**src/rtl/fantasticfft_fft8_ctrl.sv**
```systemverilog
//============================================================================
// Module   : fantasticfft_fft8_ctrl
// Brief    : Frame sequencer for the 8-point FFT core. Gathers 8 serial
//            samples, holds them on the core inputs, captures the results
//            after the core latency and streams them out with valid/ready.
// Revision : 1.0 - initial release
//============================================================================
`default_nettype none

module fantasticfft_fft8_ctrl #(
    parameter int INPUT_SIZE = 8,
    parameter int LATENCY    = 1
) (
    input  logic                    clk,
    input  logic                    rst,
    input  logic                    in_valid,
    output logic                    in_ready,
    input  logic [INPUT_SIZE-1:0]   in_data,
    output logic [8*INPUT_SIZE-1:0] fft_x,
    input  logic [8*INPUT_SIZE-1:0] fft_y,
    output logic                    out_valid,
    input  logic                    out_ready,
    output logic [INPUT_SIZE-1:0]   out_data,
    output logic                    out_last,
    output logic                    busy,
    output logic [15:0]             frames_done
);

    typedef enum logic [1:0] {
        S_FILL  = 2'd0,
        S_WAIT  = 2'd1,
        S_DRAIN = 2'd2
    } state_t;

    localparam logic [3:0] c_lat = 4'(LATENCY);

    state_t                 r_state;
    logic [2:0]             r_cnt;
    logic [2:0]             r_ocnt;
    logic [3:0]             r_wcnt;
    logic [INPUT_SIZE-1:0]  r_sample [8];
    logic [INPUT_SIZE-1:0]  r_result [8];
    logic [15:0]            r_frames_done;

    logic                   w_in_fire;
    logic                   w_out_fire;

    assign w_in_fire  = in_valid  && (r_state == S_FILL);
    assign w_out_fire = out_ready && (r_state == S_DRAIN);

    always_ff @(posedge clk or posedge rst) begin
        if (rst) begin
            r_state       <= S_FILL;
            r_cnt         <= 3'd0;
            r_ocnt        <= 3'd0;
            r_wcnt        <= 4'd0;
            r_frames_done <= 16'd0;
            for (int k = 0; k < 8; k++) begin
                r_sample[k] <= '0;
                r_result[k] <= '0;
            end
        end else begin
            case (r_state)
                S_FILL: begin
                    if (w_in_fire) begin
                        r_sample[r_cnt] <= in_data;
                        if (r_cnt == 3'd7) begin
                            r_cnt   <= 3'd0;
                            r_wcnt  <= 4'd0;
                            r_state <= S_WAIT;
                        end else begin
                            r_cnt <= r_cnt + 3'd1;
                        end
                    end
                end
                S_WAIT: begin
                    // Sample registers are frozen here, so fft_y is settled once wcnt reaches the latency.
                    r_wcnt <= r_wcnt + 4'd1;
                    if (r_wcnt == c_lat) begin
                        for (int k = 0; k < 8; k++) begin
                            r_result[k] <= fft_y[k*INPUT_SIZE +: INPUT_SIZE];
                        end
                        r_ocnt  <= 3'd0;
                        r_state <= S_DRAIN;
                    end
                end
                S_DRAIN: begin
                    if (w_out_fire) begin
                        if (r_ocnt == 3'd7) begin
                            r_ocnt        <= 3'd0;
                            r_frames_done <= r_frames_done + 16'd1;
                            r_state       <= S_FILL;
                        end else begin
                            r_ocnt <= r_ocnt + 3'd1;
                        end
                    end
                end
                default: begin
                    r_state <= S_FILL;
                end
            endcase
        end
    end

    for (genvar k = 0; k < 8; k++) begin : g_slot
        assign fft_x[k*INPUT_SIZE +: INPUT_SIZE] = r_sample[k];
    end

    assign in_ready    = (r_state == S_FILL);
    assign out_valid   = (r_state == S_DRAIN);
    assign out_data    = r_result[r_ocnt];
    assign out_last    = (r_state == S_DRAIN) && (r_ocnt == 3'd7);
    assign busy        = (r_state != S_FILL) || (r_cnt != 3'd0);
    assign frames_done = r_frames_done;

endmodule

`default_nettype wire

```
**config.mk**
```make
export PLATFORM = sky130hd
export DESIGN_NAME = fantasticfft_fft8_ctrl
export DESIGN_NICKNAME = d
export VERILOG_FILES = /design/src/rtl/fantasticfft_fft8_ctrl.sv
export SDC_FILE = /design/constraint.sdc
export NUM_CORES = 1
export LEC_CHECK = 0
export ABC_AREA = 1
export CORE_MARGIN = 2
export CORE_UTILIZATION = 35
export DETAILED_ROUTE_END_ITERATION = 10
export DONT_BUFFER_PORTS = 1
export HOLD_SLACK_MARGIN = 0.08
export SLEW_MARGIN = 20
export SYNTH_ARGS = -nofsm -noshare
export SYNTH_HDL_FRONTEND = slang
export SYNTH_SLANG_ARGS = --single-unit
```
**constraint.sdc**
```tcl
create_clock -name clk -period 15.84 [get_ports clk]
set_input_delay 3.168 -clock clk [delete_from_list [all_inputs] [get_ports clk]]
set_output_delay 3.168 -clock clk [all_outputs]
set_load 0.02 [all_outputs]
```
==> results of run 1 <==
## power groups by stage
stage               Sequential, mW  Combinational, mW  Clock (mW)
global route                 0.836              0.493       0.404
detailed placement           0.814              0.429           0
floorplan                    0.753              0.375           0
global placement             0.818              0.413           0
finish                       0.812              0.420       0.377
CTS                          0.812              0.427       0.390
## per-layer routing
| layer | wire (um) | global-route usage, % | vias to the layer above |
|---|---|---|---|
| met5 | 0 | 0 | - |
| met4 | 253 | 5.44 | 0 |
| met3 | 1610 | 6.84 | 16 |
| met2 | 7410 | 24.1 | 160 |
| met1 | 7530 | 22.0 | 2359 |
| li1 | - | - | 2530 |
## per-stage QoR
step | instance area [sq um] | cells | total power [mW] | worst slack [ps] | util [%]
2_1_floorplan | 7090 | 794 | 1.13 | 8470 | -
3_3_place_gp | 7280 | 1032 | 1.23 | 10340 | 36.3
3_5_place_dp | 7280 | 1032 | 1.24 | 10250 | 36.3
4_1_cts | 7820 | 1063 | 1.63 | 9760 | 39.0
5_1_grt | 7820 | 1063 | 1.73 | 10090 | 39.0
6_report | 7820 | 1065 | 1.61 | 10340 | 39.0
## logic make-up (layout without fill, tap and decap cells)
group / after synthesis / count (layout) / share of synthesized area [%]
other: 0 / 2 / 0
adder cells (fa/ha/maj): 8 / 8 / 1.41
AO/OA/AOI/OAI: 204 / 204 / 15.9
buffers and inverters: 137 / 136 / 8.19
AND/OR/NAND/NOR: 277 / 277 / 18.0
flip-flops: 156 / 156 / 55.0
XOR/XNOR: 12 / 12 / 1.48
## critical path, stage by stage (launching register included)
cell	delay, ps
dfrtp_2	810
inv_1	480
o21ai_0	280
o22ai_1	100
nand2_1	60
nand2_1	170
## synth_stat cells
library cell / count
a21oi_1: 45
a21oi_2: 2
buf_1: 1
buf_2: 13
buf_6: 5
clkbuf_1: 15
clkinv_1: 1
dfrtp_1: 156
ha_1: 8
inv_1: 96
inv_2: 2
inv_4: 3
inv_6: 1
nand2_1: 167
nand2_2: 6
nand2_8: 1
nand3_1: 14
nand3_2: 1
nand3_4: 3
nand4_1: 5
nand4_4: 4
nor2_1: 67
nor2_2: 3
nor2_4: 1
nor2_8: 1
nor3_1: 2
nor3_4: 2
o21ai_0: 115
o21ai_1: 13
o21ai_2: 24
o22ai_1: 5
xnor2_1: 6
xor2_1: 6
## worst min path at each step
stage          cells after the start           end  slack, ps
3_3_place_gp                       2  r_result[27]        460
5_1_grt                            2   r_result[7]        500
6_report                           2  r_result[47]        490
2_1_floorplan                      2  r_result[10]        450
3_5_place_dp                       2  r_result[25]        470
4_1_cts                            2  r_result[40]        490
## registers in the layout, summed over array words and instances (netlist names)
signal	cells
r_cnt	3
r_state	2
r_result	64
frames_done	16
fft_x	64
r_ocnt	3
r_wcnt	4
## area by class of cell
| class | instances | area, sq um |
|---|---|---|
| fill | 2042 | 12200 |
| multi-input combinational | 501 | 2620 |
| inverter | 103 | 404 |
| tap | 270 | 338 |
| clock inverter | 13 | 106 |
| antenna | 2 | 5.00 |
| timing repair buffer | 2 | 15.0 |
| clock buffer | 18 | 429 |
| sequential | 156 | 3910 |
==> out/results.ini, run 1 <==
[status]
status = complete, no violations

[cts]
cts_root_buffer = clkbuf_16
postCtsSetupRepairBufs = 0
cts-buffers-inserted = 17
cts.hold.buffers_added = 0
cts-htree-levels = 4
cts_sinks = 156
post_cts_resized = 0
clock_latency_ps = 430
path_clk_slew_ps = 60
ctsLongestPathBuffers = 2
cts_tree = built

[global_route]
grt_pass1_vias = 4904
antenna_found_initial = 2
grt_max_degree = 120
track_usage_pct = 16.4
grt_overflow = 0
grt_pass1_wl_um = 27400

[timing]
post-route-min-period_ps = 5500
setup_viol = 0
drv_slew = 0
rsz0062_at_grt = false
worstMarginPinSlew_ps = 1010
skew_ps = 15.1
timing.hold.ws_ps = 485
max_freq_mhz = 182
max_slew_margin_pct = 33.0
fin_crit_sh_pct = 34.7
final_hold_viol_count = 0
setup_tns_ps = 0

[logic_synthesis]
ys_seq_area_share_pct = 55.0
synth_area_leaders = dfrtp_1 55%, nand2_1 8.8%, o21ai_0 8.1%
synth_top_area_cell = dfrtp_1
yosysTopAreaCellShare_pct = 55.0
synthesis.nets = 878
ys_types = 33
netlist_area_sq_mm = 0.00709
syn_area_per_cell_sq_um = 8.93
syn_inst = 794
ys_warn_count = 0
yosys_register_bits = 156

[routing]
vias = 5065
ant_nets = 0
postRouteWirelength_um = 16800
drc = 0
viasPerCell = 4.76
wl_per_cell_um = 15.8
initialDrtViolationCount = 295
first_pass_iters = 4

[floorplan]
initial_core_util_pct = 35.4
fp.dieH_um = 146
core_area_sq_mm = 0.0200
die_w_um = 146
die_area_sq_mm = 0.0214
ios = 168
rows = 52

[placement]
gp_congestion = 0.872
portBuffers = 0
dp_hpwl_um = 12000

[worst_setup_path]
cp_data_arrival_time_ps = 2330
rr_worst_depth = 9
crit_required_ps = 12670
worstReg2RegStart = r_ocnt[1]
regToRegEndpoint = frames_done[11]
start_kind = flop
crit_path_start = r_ocnt[0]
rrSetupSlack_ps = 13400
crit_fanout = 48
endpoint = out_data[7]
endpoint_kind = primary output
crit_type = flop to primary output

[layout]
final_cell_mix = 167 x nand2_1, 155 x dfrtp_1, 115 x o21ai_0
syn_to_final_growth_pct = 10.3
drive_gt1_share_pct = 11.2
final_common_cell = nand2_1
fin_nets = 865

[pwr]
power_frac_clock_pct = 23.4
power_leakage_nw = 3.75
seqPwrFrac_pct = 50.4
swShare_pct = 42.7
pwr-share-comb_pct = 26.1
power.switching_mw = 0.687
pwr_density_cell_mw_per_mm2 = 206
internal_power_mw = 0.923
peakVddDrop_mv = 0.120

[worst_hold_path]
min_path_type = flop to flop
min_from = r_result[47]

[flow_run]
drv_cap = 0

Note: power is estimated with default switching activity, not from simulation.
==> run 2: changes to the inputs <==
==> constraint.sdc (replaced) <==
create_clock -name clk -period 4.65 [get_ports clk]
set_input_delay 0.93 -clock clk [delete_from_list [all_inputs] [get_ports clk]]
set_output_delay 0.93 -clock clk [all_outputs]
set_load 0.02 [all_outputs]
==> run 2 against run 1 <==
Count of clock-buffer cells in the layout unchanged. Sequential cell count unchanged. Global-route usage down 0.22 points. Largest cell class unchanged.
==> out/results.ini, run 2 (same netlist as run 1, synthesis figures left out) <==
[worst_hold_path]
min_from = r_result[40]  ; was r_result[47]
hold_depth = 2  ; unchanged
min_path_type = flop to flop  ; unchanged
min_to = r_result[40]  ; was r_result[47]

[routing]
wl_per_cell_um = 16.0  ; was 15.8 um
vias = 5015  ; was 5,065
initialDrtViolationCount = 270  ; was 295
drc = 0  ; unchanged
first_pass_iters = 4  ; unchanged
ant_nets = 0  ; unchanged
postRouteWirelength_um = 17100  ; was 16,800 um
viasPerCell = 4.71  ; was 4.76

[worst_setup_path]
crit_fanout = 32  ; was 48
critPathBufInv = 1  ; unchanged
endpoint_kind = primary output  ; unchanged
regToRegEndpoint = frames_done[13]  ; was frames_done[11]
worstReg2RegStart = r_ocnt[1]  ; unchanged
slowest_stage = dfrtp_1  ; was dfrtp_2
crit_type = flop to primary output  ; unchanged
critPathMostFrequentCell = ha_1  ; was nand2_1
worstPathCellList = ha_1, ha_1, inv_1, nor2_1  ; was inv_1, o21ai_0, o22ai_1, nand2_1, nand2_1
crit_family = flip-flops  ; unchanged
rr_worst_depth = 9  ; unchanged
cp_slowest_stage_delay_ps = 950  ; was 810 ps
start_kind = flop  ; unchanged
crit_required_ps = 3720  ; was 12,670 ps
cp_data_arrival_time_ps = 2300  ; was 2330 ps
rrSetupSlack_ps = 2170  ; was 13,400 ps

[timing]
rsz0062_at_grt = false  ; unchanged
max_slew_margin_pct = 37.4  ; was 33.0%
worstMarginPinSlew_ps = 939  ; was 1010 ps
final_hold_viol_count = 0  ; unchanged
max_freq_mhz = 309
skew_ps = 13.3  ; was 15.1 ps
post-route-min-period_ps = 3230
fin_crit_sh_pct = 69.5
setup_tns_ps = 0  ; unchanged
drv_slew = 0  ; unchanged
setup_viol = 0  ; unchanged

[global_route]
grt_max_degree = 157  ; was 120
track_usage_pct = 16.2  ; was 16.4%
grt_pass1_wl_um = 27000  ; was 27,400 um
antenna_found_initial = 2  ; unchanged
grt_pass1_vias = 4787  ; was 4,904
grt_overflow = 0  ; unchanged

[floorplan]
ios = 168  ; unchanged
fp.dieH_um = 146  ; unchanged
initial_core_util_pct = 35.4  ; unchanged
die_area_sq_mm = 0.0214  ; unchanged
core_area_sq_mm = 0.0200  ; unchanged
die_w_um = 146  ; unchanged
rows = 52  ; unchanged

[cts]
clock_latency_ps = 420  ; was 430 ps
cts-htree-levels = 4  ; unchanged
cts-buffers-inserted = 17  ; unchanged
path_clk_slew_ps = 60  ; about the same
postCtsSetupRepairBufs = 0  ; unchanged
ctsLongestPathBuffers = 2  ; unchanged
cts.hold.buffers_added = 0  ; unchanged
cts_root_buffer = clkbuf_16  ; unchanged
cts_tree = built  ; unchanged
cts_sinks = 156  ; unchanged
post_cts_resized = 0  ; unchanged

[placement]
portBuffers = 0  ; unchanged
postPlaceCellArea_sq_mm = 0.00730  ; was 0.00728 sq mm
dp_hpwl_um = 12000  ; about the same
gp_congestion = 0.825  ; was 0.872

[layout]
fillers = 2032  ; was 2,042
antenna_cells = 0  ; was 2
multiInputGateArea_sq_mm = 0.00262  ; unchanged
final_common_cell = nand2_1  ; unchanged
syn_to_final_growth_pct = 11.2  ; was 10.3%
fin_area_sq_mm = 0.00789  ; was 0.00782 sq mm
regArea_sq_mm = 0.00390  ; was 0.00391 sq mm
fin_nets = 866  ; was 865
final_cell_mix = 167 x nand2_1, 156 x dfrtp_1, 115 x o21ai_0  ; was 167 x nand2_1, 155 x dfrtp_1, 115 x o21ai_0
drive_gt1_share_pct = 11.3  ; was 11.2%

[pwr]
pwr_density_cell_mw_per_mm2 = 712  ; was 206 mW/mm^2
peakVddDrop_mv = 0.304  ; was 0.120 mV
power_leakage_nw = 3.78  ; was 3.75 nW

[status]
status = complete, no violations  ; unchanged

[flow_run]
drv_cap = 0  ; unchanged

[run 2: stage by stage]
stage | worst slack (ps) | power [mW] | util (%) | hold slack [ps] | instances
CTS | 1390 | 5.68 | 39.4 | 489 | 1065
global route | 1210 | 6.02 | 39.4 | 508 | 1065
detailed placement | 1840 | 4.25 | 36.4 | 473 | 1033
floorplan | 1750 | 3.84 | - | 448 | 794
finish | 1420 | 5.61 | 39.4 | 483 | 1065
global placement | 1910 | 4.20 | 36.4 | 460 | 1033
[run 2: how the worst max path moves through the flow]
stage	start	to	cells after the start
final	r_ocnt[1]	out_last	4
after global routing	r_ocnt[0]	out_data[7]	5
after CTS	r_ocnt[1]	out_last	4
after detailed placement	r_ocnt[1]	out_last	4
after global placement	r_ocnt[1]	out_last	4
after floorplan	rst	fft_x[0]	1
[run 2: area by class of cell]
cell class / instances / area share [%]
clock buffer: 18 / 5.44
timing repair buffer: 3 / 0.444
tap: 270 / 4.28
inverter: 103 / 5.11
sequential: 156 / 49.5
multi-input combinational: 501 / 33.2
clock inverter: 14 / 2.01
[run 2: power by group]
group	switching, mW	leakage [nW]	internal [mW]
Sequential	0.805	1.89	1.94
Combinational	0.946	1.61	0.512
Clock	0.600	0.282	0.805
Total	2.35	3.78	3.26
[run 2: metal layers]
layer	vias up	GRT usage [%]	wire length, um
met5	-	0	24
met2	141	23.8	7580
li1	2521	-	-
met3	11	7.38	1560
met1	2338	21.7	7760
met4	4	4.32	123
[run 2: worst register-to-register path, stage by stage (launching register included)]
cell and delay (ps):
dfrtp_1 950, ha_1 290, ha_1 200, inv_1 70, nor2_2 250, nand2_1 170
nor2_1 240, nand2_1 80, nand2_1 60, nand2_1 50
==> run 3: changes to the inputs <==
==> constraint.sdc (replaced) <==
create_clock -name clk -period 2.95 [get_ports clk]
set_input_delay 0.59 -clock clk [delete_from_list [all_inputs] [get_ports clk]]
set_output_delay 0.59 -clock clk [all_outputs]
set_load 0.02 [all_outputs]
==> run 3 against run 2 <==
Hold slack got worse by 370 ps. Via count up 1.4%. Power increased by 61%. Cell count grew 0.47%. Sequential power is 56% higher. Die area is the same. First-iteration DRC count fell by 19%. Count of clock-buffer cells in the layout unchanged. Critical endpoint unchanged. Largest cell class unchanged. Largest power group unchanged.
==> out/results.ini, run 3 (same netlist as run 1, synthesis figures left out) <==
[pwr]
pwr_density_cell_mw_per_mm2 = 1130  ; was 712 mW/mm^2
peakVddDrop_mv = 0.535  ; was 0.304 mV
power_leakage_nw = 3.83  ; was 3.78 nW
power.total_mw = 9.01  ; was 5.61 mW

[layout]
instances_no_fill = 1070  ; was 1,065
fin_nets = 871  ; was 866
drive_gt1_share_pct = 12.0  ; was 11.3%
fin_area_sq_mm = 0.00798  ; was 0.00789 sq mm
final_common_cell = nand2_1  ; unchanged
antenna_cells = 0  ; unchanged
syn_to_final_growth_pct = 12.6  ; was 11.2%
final_util_pct = 39.8  ; was 39.4%
final_cell_mix = 167 x nand2_1, 156 x dfrtp_1, 115 x o21ai_0  ; unchanged

[timing]
setup_tns_ps = 0  ; unchanged
max_freq_mhz = 384
final_hold_viol_count = 0  ; unchanged
max_slew_margin_pct = 54.3  ; was 37.4%
worstMarginPinSlew_ps = 683  ; was 939 ps
fin_ws_ps = 347  ; was 1420 ps
setup_viol = 0  ; unchanged
drv_slew = 0  ; unchanged
timing.hold.ws_ps = 115  ; was 483 ps
fin_crit_sh_pct = 88.2
rsz0062_at_grt = false  ; unchanged
skew_ps = 12.6  ; was 13.3 ps
post-route-min-period_ps = 2600

[worst_setup_path]
cp_slowest_stage_delay_ps = 380  ; was 950 ps
worstPathCellList = buf_4, ha_1, ha_1, inv_1, nor2_1  ; was ha_1, ha_1, inv_1, nor2_1
start_kind = flop  ; unchanged
rrSetupSlack_ps = 820  ; was 2170 ps
critPathMostFrequentCell = ha_1  ; unchanged
slowest_stage = nor2_1  ; was dfrtp_1
crit_type = flop to primary output  ; unchanged
endpoint_kind = primary output  ; unchanged
crit_fanout = 47  ; was 32
crit_required_ps = 2360  ; was 3720 ps
cp_data_arrival_time_ps = 2010  ; was 2300 ps
regToRegEndpoint = frames_done[11]  ; was frames_done[13]
critPathBufInv = 2  ; was 1
crit_path_start = r_ocnt[0]  ; was r_ocnt[1]
worstReg2RegStart = r_ocnt[0]  ; was r_ocnt[1]
rr_worst_depth = 10  ; was 9
crit_family = buffers and inverters  ; was flip-flops

[floorplan]
die_w_um = 146  ; unchanged
fp.dieH_um = 146  ; unchanged
initial_core_util_pct = 35.4  ; unchanged
rows = 52  ; unchanged
ios = 168  ; unchanged
core_area_sq_mm = 0.0200  ; unchanged
die_area_sq_mm = 0.0214  ; unchanged

[cts]
cts_tree = built  ; unchanged
post_cts_resized = 0  ; unchanged
cts_sinks = 156  ; unchanged
path_clk_slew_ps = 70  ; was 60 ps
postCtsSetupRepairBufs = 0  ; unchanged
clock_latency_ps = 430  ; was 420 ps
cts-htree-levels = 4  ; unchanged
cts.hold.buffers_added = 0  ; unchanged
cts_root_buffer = clkbuf_16  ; unchanged
cts-buffers-inserted = 17  ; unchanged
ctsLongestPathBuffers = 2  ; unchanged

[status]
status = complete, no violations  ; unchanged

[routing]
wl_per_cell_um = 16.0  ; about the same
initialDrtViolationCount = 219  ; was 270
ant_nets = 0  ; unchanged
postRouteWirelength_um = 17100  ; about the same
first_pass_iters = 4  ; unchanged
vias = 5086  ; was 5,015
viasPerCell = 4.75  ; was 4.71
drc = 0  ; unchanged

[global_route]
track_usage_pct = 16.5  ; was 16.2%
antenna_found_initial = 0  ; was 2
grt_overflow = 0  ; unchanged
grt_max_degree = 74  ; was 157
grt_pass1_vias = 4909  ; was 4,787
grt_pass1_wl_um = 27700  ; was 27,000 um

[placement]
portBuffers = 0  ; unchanged
dp_hpwl_um = 12100  ; was 12,000 um
dp_slack_ps = 809  ; was 1840 ps
placed_cells = 1038  ; was 1,033
postPlaceCellArea_sq_mm = 0.00736  ; was 0.00730 sq mm
gp_congestion = 0.786  ; was 0.825

[flow_run]
drv_cap = 0  ; unchanged

[worst_hold_path]
min_path_type = primary input to async pin  ; was flop to flop

-- run 3: cell count changes in the layout (fill, tap and decap cells not counted), sizes merged --
cell	before	now
bufinv	2	3
buf	3	8
clkinv	3	4
clkinvlp	4	2
-- run 3: cell type report --
cell class / count / area [sq um]
inverter: 103 / 403
timing repair buffer: 8 / 97.6
sequential: 156 / 3900
clock inverter: 14 / 183
clock buffer: 18 / 439
fill: 2027 / 12100
multi-input combinational: 501 / 2620
tap: 270 / 338
-- run 3: how the worst max path moves through the flow --
stage / endpoint / cells after the start
after global routing: out_last / 5
after floorplan: fft_x[0] / 1
after global placement: out_last / 5
after detailed placement: out_last / 5
final: out_last / 5
after CTS: out_last / 5
-- run 3: per-layer routing --
metal	vias up	global-route usage, %	wire, um
met5	-	0	0
met4	0	5.73	337
met3	24	6.56	1440
met2	154	24.2	7460
met1	2378	22.3	7830
li1	2530	-	-
-- run 3: power breakdown --
group | total [mW] | leakage (nW) | internal, mW | switching, mW
Sequential | 4.28 | 1.89 | 3.06 | 1.22
Combinational | 2.38 | 1.64 | 0.832 | 1.55
Clock | 2.35 | 0.306 | 1.38 | 0.969
